**src/rtl/deserializer_pkg.sv**
```systemverilog
// Shared command-path constants for the serial frame capture logic.
// The counter is sized so it can hold any frame length up to MAX_BITS.
package deserializer_pkg;

  localparam int DESER_MAX_BITS = 136;
  localparam int DESER_CNT_W    = 8;

  // Limits a requested frame length to the widest frame the register can hold.
  function automatic logic [DESER_CNT_W-1:0] clamp_framesize(
    input logic [DESER_CNT_W-1:0] fs,
    input logic [DESER_CNT_W-1:0] max_fs
  );
    return (fs > max_fs) ? max_fs : fs;
  endfunction

endpackage

```
**src/rtl/deserializer.sv**
```systemverilog
// Serial-to-parallel frame capture: shifts bits in MSB-first and raises a
// sticky complete flag once the requested number of bits has arrived.
module deserializer
  import deserializer_pkg::*;
#(
  parameter int MAX_BITS = DESER_MAX_BITS
) (
  input  logic                   clk,
  input  logic                   reset,
  input  logic                   enable,
  input  logic                   in,
  input  logic [7:0]             framesize,
  output logic [MAX_BITS-1:0]    out,
  output logic                   complete
);

  localparam logic [DESER_CNT_W-1:0] MAX_FS = DESER_CNT_W'(MAX_BITS);

  logic [MAX_BITS-1:0]    out_q, out_d;
  logic [DESER_CNT_W-1:0] cnt_q, cnt_d;
  logic                   complete_q, complete_d;
  logic [DESER_CNT_W-1:0] limit;

  assign limit = clamp_framesize(framesize, MAX_FS);

  // A count already at or past the limit (zero-length frame, or framesize
  // lowered mid-frame) completes without taking another bit.
  always_comb begin
    out_d      = out_q;
    cnt_d      = cnt_q;
    complete_d = complete_q;
    if (enable && !complete_q) begin
      if (cnt_q >= limit) begin
        complete_d = 1'b1;
      end else begin
        out_d = {out_q[MAX_BITS-2:0], in};
        cnt_d = cnt_q + 1'b1;
        if ((cnt_q + 1'b1) == limit) begin
          complete_d = 1'b1;
        end
      end
    end
  end

  always_ff @(posedge clk or negedge reset) begin
    if (!reset) begin
      out_q      <= '0;
      cnt_q      <= '0;
      complete_q <= 1'b0;
    end else begin
      out_q      <= out_d;
      cnt_q      <= cnt_d;
      complete_q <= complete_d;
    end
  end

  assign out      = out_q;
  assign complete = complete_q;

endmodule

```
**config.mk**
```make
export PLATFORM = sky130hd
export DESIGN_NAME = deserializer
export DESIGN_NICKNAME = d
export VERILOG_FILES = /design/src/rtl/deserializer_pkg.sv /design/src/rtl/deserializer.sv
export SDC_FILE = /design/constraint.sdc
export NUM_CORES = 1
export LEC_CHECK = 0
export ABC_AREA = 1
export BUFFER_PORTS_ARGS = -buffer_cell sky130_fd_sc_hd__buf_2
export CAP_MARGIN = 10
export CORE_MARGIN = 2
export CORE_UTILIZATION = 30
export DETAILED_ROUTE_END_ITERATION = 10
export PLACE_DENSITY = 0.57
export REMOVE_ABC_BUFFERS = 1
export SYNTH_ARGS = -nofsm -noshare
export SYNTH_HDL_FRONTEND = slang
export SYNTH_SLANG_ARGS = --single-unit
```
**constraint.sdc**
```tcl
create_clock -name clk -period 2.5 [get_ports clk]
set_input_delay 0.5 -clock clk [delete_from_list [all_inputs] [get_ports clk]]
set_output_delay 0.5 -clock clk [all_outputs]
set_load 0.01 [all_outputs]
```
==> flow_metrics.py, run 1 <==
metrics = {
    "placed_design": {
        "hpwl_mm": 9.96,
        "io_buffers": 148,
        "place_area_sq_mm": 0.00767,
        "place.gp.congestion": 0.806,
    },
    "critical_path": {
        "worstSetupPathType": "in2reg",
        "critPathCaptureType": "flop",
        "worstRegToRegCells": 9,
        "rr_endpoint": "out[134]$_DFFE_PN0P_",
        "cp_slowest_cell": "ha_1",
        "crit_family": "simple AND/OR/NAND/NOR gates",
        "cp_cell_sequence": "buf_2, nor3_2, nand2_1, nand2_2, nand2_1, ha_1, a21oi_1, o21a_1, and3_4, nand3_4, buf_12, buf_12, buf_4, a21oi_2",
        "required_ps": 2850,
        "ff2ff_setup_slack_ps": 420,
        "crit_path_start_kind": "primary input",
        "path_max_fanout": 31,
        "r2r_start": "cnt_q[5]$_DFFE_PN0P_",
        "arrival_ps": 2670,
        "critPathBufInv": 4,
        "critPathMaxStageDelay_ps": 290,
    },
    "power_and_ir_drop": {
        "share_comb_of_total_power_pct": 2.2,
        "fin_total_pwr_mw": 5.08,
        "swShare_pct": 21.5,
        "p_int_mw": 3.99,
        "p_switching_mw": 1.09,
        "p_per_area_mw_per_mm2": 613,
        "clkPwrFrac_pct": 51.6,
        "p_leak_nw": 4.44,
        "power_frac_seq_pct": 46.2,
        "ir_worst_vdd_v": 0.000398,
    },
    "run_status": {
        "status": "complete, no violations",
    },
    "layout": {
        "fin_area_sq_mm": 0.00828,
        "antennaDiodeCount": 0,
        "fin_nets": 833,
        "area.growth.synth_to_final_pct": 27.6,
        "drive_gt1_share_pct": 42.7,
    },
    "floorplan": {
        "die_w_um": 151,
        "die-height_um": 151,
        "start_util_pct": 30.7,
        "die_area_sq_mm": 0.0228,
        "num_rows": 53,
        "io_pins": 149,
        "core_area_sq_mm": 0.0212,
    },
    "clocking": {
        "cts_root_buf": "clkbuf_16",
        "clkTransAtPathRegs_ps": 60,
        "cts_resized": 0,
        "cts_made_buffers": 17,
        "h-tree-depth": 4,
        "cts_tree": "built",
        "clockBufferDepth": 2,
        "cts_setup_buffers": 0,
        "clock_sinks": 145,
        "hold_buffers": 0,
        "clock_latency_ps": 410,
    },
    "timing": {
        "slew_headroom_pct": 71.1,
        "tightest_slew_ps": 433,
        "period_share_pct": 92.9,
        "setup_viol": 0,
        "slew_violations": 0,
        "fmax_ghz": 0.430,
        "grt_setup_unrepaired": "no",
        "skew_ps": 12.3,
        "whs_ps": 0.575,
        "final-hold-violation-count": 0,
        "min_period_ps": 2320,
    },
    "synth": {
        "synthDistinctLibCells": 25,
        "netlist_area_sq_mm": 0.00649,
        "synth_cells": 638,
        "synth.avg_cell_area_sq_um": 10.2,
        "ys_seq_area_share_pct": 55.9,
        "ys_ff_latch": 145,
        "synth-warning-count": 0,
    },
    "detailed_routing": {
        "ant_nets": 0,
        "wl_mm": 13.9,
        "drt-vias-per-instance": 4.23,
        "dr.pass1.iters": 4,
        "detail_route.wl_per_cell_um": 12.6,
        "detailedRoute.firstIterationViolations": 181,
        "via_count": 4650,
        "drc_errors": 0,
    },
    "grt": {
        "grt_use_total_pct": 12.7,
        "globalRoute.totalOverflow": 0,
        "grt_max_degree": 50,
        "grt_pass1_wl_mm": 22.7,
        "grt_pass1_vias": 4413,
        "antenna_found_initial": 0,
    },
    "worst_hold_path": {
        "hold_path_class": "in2async",
    },
    "flow_run": {
        "cap_viol_max_count": 0,
    },
}
-- worst max-delay path by stage --
stage / endpoint / from / cells after the start
final: out[134]$_DFFE_PN0P_ / framesize[6] / 14
after global routing: out[134]$_DFFE_PN0P_ / framesize[0] / 16
after CTS: out[134]$_DFFE_PN0P_ / framesize[6] / 14
after detailed placement: out[134]$_DFFE_PN0P_ / framesize[6] / 14
after global placement: out[134]$_DFFE_PN0P_ / framesize[6] / 14
after floorplan: cnt_q[0]$_DFFE_PN0P_ / framesize[6] / 11
-- power by group through the flow --
stage / Clock (mW) / Sequential [mW] / Combinational (mW)
final: 2.62 / 2.35 / 0.112
after global placement: 0 / 2.39 / 0.117
after floorplan: 0 / 2.39 / 0.0304
after detailed placement: 0 / 2.39 / 0.117
after CTS: 2.72 / 2.35 / 0.117
after global routing: 2.83 / 2.34 / 0.131
-- cells by family (layout without fill, tap and decap cells) --
family | count (synthesis) | after routing | share of synthesized area [%]
flops | 145 | 145 | 55.9
fa+ha+maj | 9 | 9 | 1.73
xor+xnor | 3 | 3 | 0.405
simple gates | 210 | 210 | 15.3
buf+inv | 118 | 305 | 10.7
compound gates | 153 | 153 | 15.9
-- placed cells by master (no fill, tap or decap), types with 5 or more instances in the layout --
master,Yosys,layout
a21oi_1,5,5
buf_12,7,14
inv_1,87,87
nand3_1,12,12
clkbuf_16,0,17
buf_2,0,147
a21oi_2,69,69
nand2_1,116,115
nor2_1,12,12
ha_1,9,9
buf_4,2,24
dfrtp_1,145,145
nor2_2,64,64
o21ai_1,47,47
o21ai_0,29,29
-- sequential cells by signal (all words and copies together), names as in the netlist --
signal and flops:
cnt_q 8, out 136, complete 1
-- routing by layer --
layer	routed length [um]	up-vias	GRT usage (%)
li1	-	2371	-
met1	6730	2169	17.6
met2	6190	98	18.6
met3	790	12	4.19
met4	155	0	4.39
met5	0	-	0
-- worst reg2reg max path: stages (launching register included) --
cell	delay [ps]
dfrtp_1	440
ha_1	340
a21oi_1	130
o21a_1	150
and3_4	210
nand3_4	120
buf_12	190
buf_12	170
buf_4	150
a21oi_2	110
-- area by class of cell --
cell class              count  area [sq um]
well taps                 275           344
repair buffers            186          1210
flip-flops and latches    145          3630
fillers                  2123         12900
multi-input cells         375          2170
clock buffers              21           450
clock inverters            11           153
inverters                  87           327
-- synthesized netlist by cell type, drive strengths merged --
master / number / area [sq um]
nand2: 116 / 435
o21bai: 1 / 7.51
o21ai: 76 / 380
xor2: 3 / 26.3
nand4: 1 / 6.26
clkbuf: 5 / 18.8
and3: 1 / 11.3
nor3: 1 / 5.00
inv: 87 / 327
nand3b: 2 / 15.0
a21oi: 74 / 629
a21boi: 1 / 7.51
o21a: 1 / 7.51
nor2: 76 / 445
ha: 9 / 113
buf: 26 / 350
dfrtp: 145 / 3630
nand3: 13 / 77.6
-- stage by stage --
step | util (%) | setup TNS (ps) | setup slack (ps) | std cells
floorplan | - | -309090 | -2210 | 607
global placement | 36.3 | -33510 | -332 | 1068
detailed placement | 36.3 | -32960 | -331 | 1068
CTS | 39.1 | 0 | 101 | 1100
global route | 39.2 | 0 | 35.7 | 1100
finish | 39.2 | 0 | 176 | 1100
Note: power is estimated with default switching activity, not from simulation.
==> inputs of run 2 (changes only) <==
--- a/config.mk
+++ b/config.mk
@@ -11,7 +11,7 @@
 export CORE_MARGIN = 2
 export CORE_UTILIZATION = 30
 export DETAILED_ROUTE_END_ITERATION = 10
-export PLACE_DENSITY = 0.57
+export PLACE_DENSITY = 0.53
 export REMOVE_ABC_BUFFERS = 1
 export SYNTH_ARGS = -nofsm -noshare
 export SYNTH_HDL_FRONTEND = slang
==> flow_metrics.py, run 2 (synthesis results as in run 1) <==
metrics = {
    "detailed_routing": {
        "detailedRoute.firstIterationViolations": 133,
        "drc_errors": 0,
        "detail_route.wl_per_cell_um": 12.5,
        "ant_nets": 0,
        "via_count": 4646,
        "wl_mm": 13.8,
        "dr.pass1.iters": 4,
        "drt-vias-per-instance": 4.20,
    },
    "power_and_ir_drop": {
        "p_per_area_mw_per_mm2": 625,
        "fin_total_pwr_mw": 5.22,
        "p_leak_nw": 4.48,
        "ir_worst_vdd_v": 0.000460,
    },
    "timing": {
        "min_period_ps": 2300,
        "period_share_pct": 91.9,
        "setup_viol": 0,
        "tightest_slew_ps": 490,
        "final-hold-violation-count": 0,
        "slew_violations": 0,
        "grt_setup_unrepaired": "no",
        "layout_setup_ws_ps": 204,
        "fmax_ghz": 0.435,
        "whs_ps": 5.62,
        "slew_headroom_pct": 67.3,
        "skew_ps": 12.7,
    },
    "critical_path": {
        "critPathBufInv": 5,
        "startpoint": "framesize[6]",
        "worstSetupPathType": "in2reg",
        "worstRegToRegCells": 11,
        "crit_top_cell": "nand2_1",
        "arrival_ps": 2600,
        "r2r_start": "cnt_q[3]$_DFFE_PN0P_",
        "path_max_fanout": 11,
        "critPathMaxStageDelay_ps": 230,
        "cp_slowest_cell": "ha_1",
        "rr_endpoint": "out[44]$_DFFE_PN0P_",
        "required_ps": 2810,
        "crit_family": "simple AND/OR/NAND/NOR gates",
        "critPathCaptureType": "flop",
        "crit_path_start_kind": "primary input",
        "ff2ff_setup_slack_ps": 460,
        "cp_cell_sequence": "buf_2, nor3_1, nand2_1, nand2_1, nand2_1, inv_1, ha_1, a21oi_1, o21ai_1, nand2_1, and3_4, nand3_4, buf_12, buf_12, buf_12, nor2_2, a21oi_2",
    },
    "layout": {
        "fin_nets": 838,
        "seqCellArea_sq_mm": 0.00363,
        "fill_cells": 2162,
        "drive_gt1_share_pct": 42.9,
        "fin_cells": 1105,
        "area.growth.synth_to_final_pct": 28.6,
        "largest_reg_flops": 136,
        "final_cell_mix": "147 x buf_2, 145 x dfrtp_1, 116 x nand2_1",
        "fin_util_pct": 39.5,
        "mostFrequentLayoutCell": "buf_2",
        "antennaDiodeCount": 0,
        "multiInputGateArea_sq_mm": 0.00217,
    },
    "grt": {
        "grt_use_total_pct": 13.1,
        "grt_pass1_wl_mm": 23.4,
        "grt_max_degree": 50,
        "globalRoute.totalOverflow": 0,
        "antenna_found_initial": 0,
        "grt_pass1_vias": 4571,
    },
    "floorplan": {
        "core_area_sq_mm": 0.0212,
        "die_w_um": 151,
        "num_rows": 53,
        "die-height_um": 151,
        "die_area_sq_mm": 0.0228,
        "io_pins": 149,
        "start_util_pct": 30.7,
    },
    "clocking": {
        "clockBufferDepth": 2,
        "hold_buffers": 0,
        "clkTransAtPathRegs_ps": 60,
        "cts_resized": 0,
        "clock_sinks": 145,
        "cts_setup_buffers": 0,
        "cts_tree": "built",
        "h-tree-depth": 4,
        "cts_made_buffers": 17,
        "cts_root_buf": "clkbuf_16",
        "clock_latency_ps": 420,
    },
    "flow_run": {
        "cap_viol_max_count": 0,
    },
    "placed_design": {
        "io_buffers": 148,
        "place_ws_ps": -243,
        "hpwl_mm": 10.1,
        "place.gp.congestion": 0.787,
        "placedCellCount": 1073,
    },
    "worst_hold_path": {
        "hold_path_class": "in2async",
    },
    "run_status": {
        "status": "complete, no violations",
    },
}
run 2: cell types whose count changed in the layout (fill, tap and decap cells not counted), sizes merged:
cell	delta
buf	+5
clkinv	-3
bufinv	+1
inv	+1
clkinvlp	+1
run 2: layout make-up:
cell class / instances / share of cell area, %
repair buffers: 191 / 14.9
clock buffers: 21 / 5.52
multi-input cells: 375 / 26.0
inverters: 87 / 3.91
clock inverters: 11 / 2.11
flip-flops and latches: 145 / 43.5
well taps: 275 / 4.12
run 2: worst max path at each step:
stage,end,slack [ps],cells after the start
after floorplan,cnt_q[0]$_DFFE_PN0P_,-2210,11
after global placement,out[44]$_DFFE_PN0P_,-230,16
after detailed placement,out[44]$_DFFE_PN0P_,-240,16
after CTS,out[44]$_DFFE_PN0P_,210,15
after global routing,out[31]$_DFFE_PN0P_,0.7,15
final,out[44]$_DFFE_PN0P_,200,17
run 2: through the flow:
stage,area [sq um],setup TNS (ps)
after floorplan,6120,-309090
after global placement,7710,-21020
after detailed placement,7710,-20910
after CTS,8350,0
after global routing,8350,0
final,8350,0
run 2: worst reg2reg max path, cell delays in order, from the launching register on:
cell	delay (ps)
dfrtp_1	440
ha_1	340
a21oi_1	150
o21ai_1	80
nand2_1	50
and3_4	180
nand3_4	110
buf_12	180
buf_12	140
buf_12	130
nor2_2	90
a21oi_2	40
run 2: per-layer routing:
layer / up-vias / wire length, um / GRT usage, %
li1: 2377 / - / -
met1: 2171 / 6510 / 17.3
met2: 93 / 6390 / 20.5
met3: 5 / 819 / 4.82
met4: 0 / 85 / 3.08
met5: - / 0 / 0
run 2: power breakdown:
part	switching (mW)	internal [mW]
sequential	0	2.35
combinational	0.0758	0.0392
clock	1.02	1.74
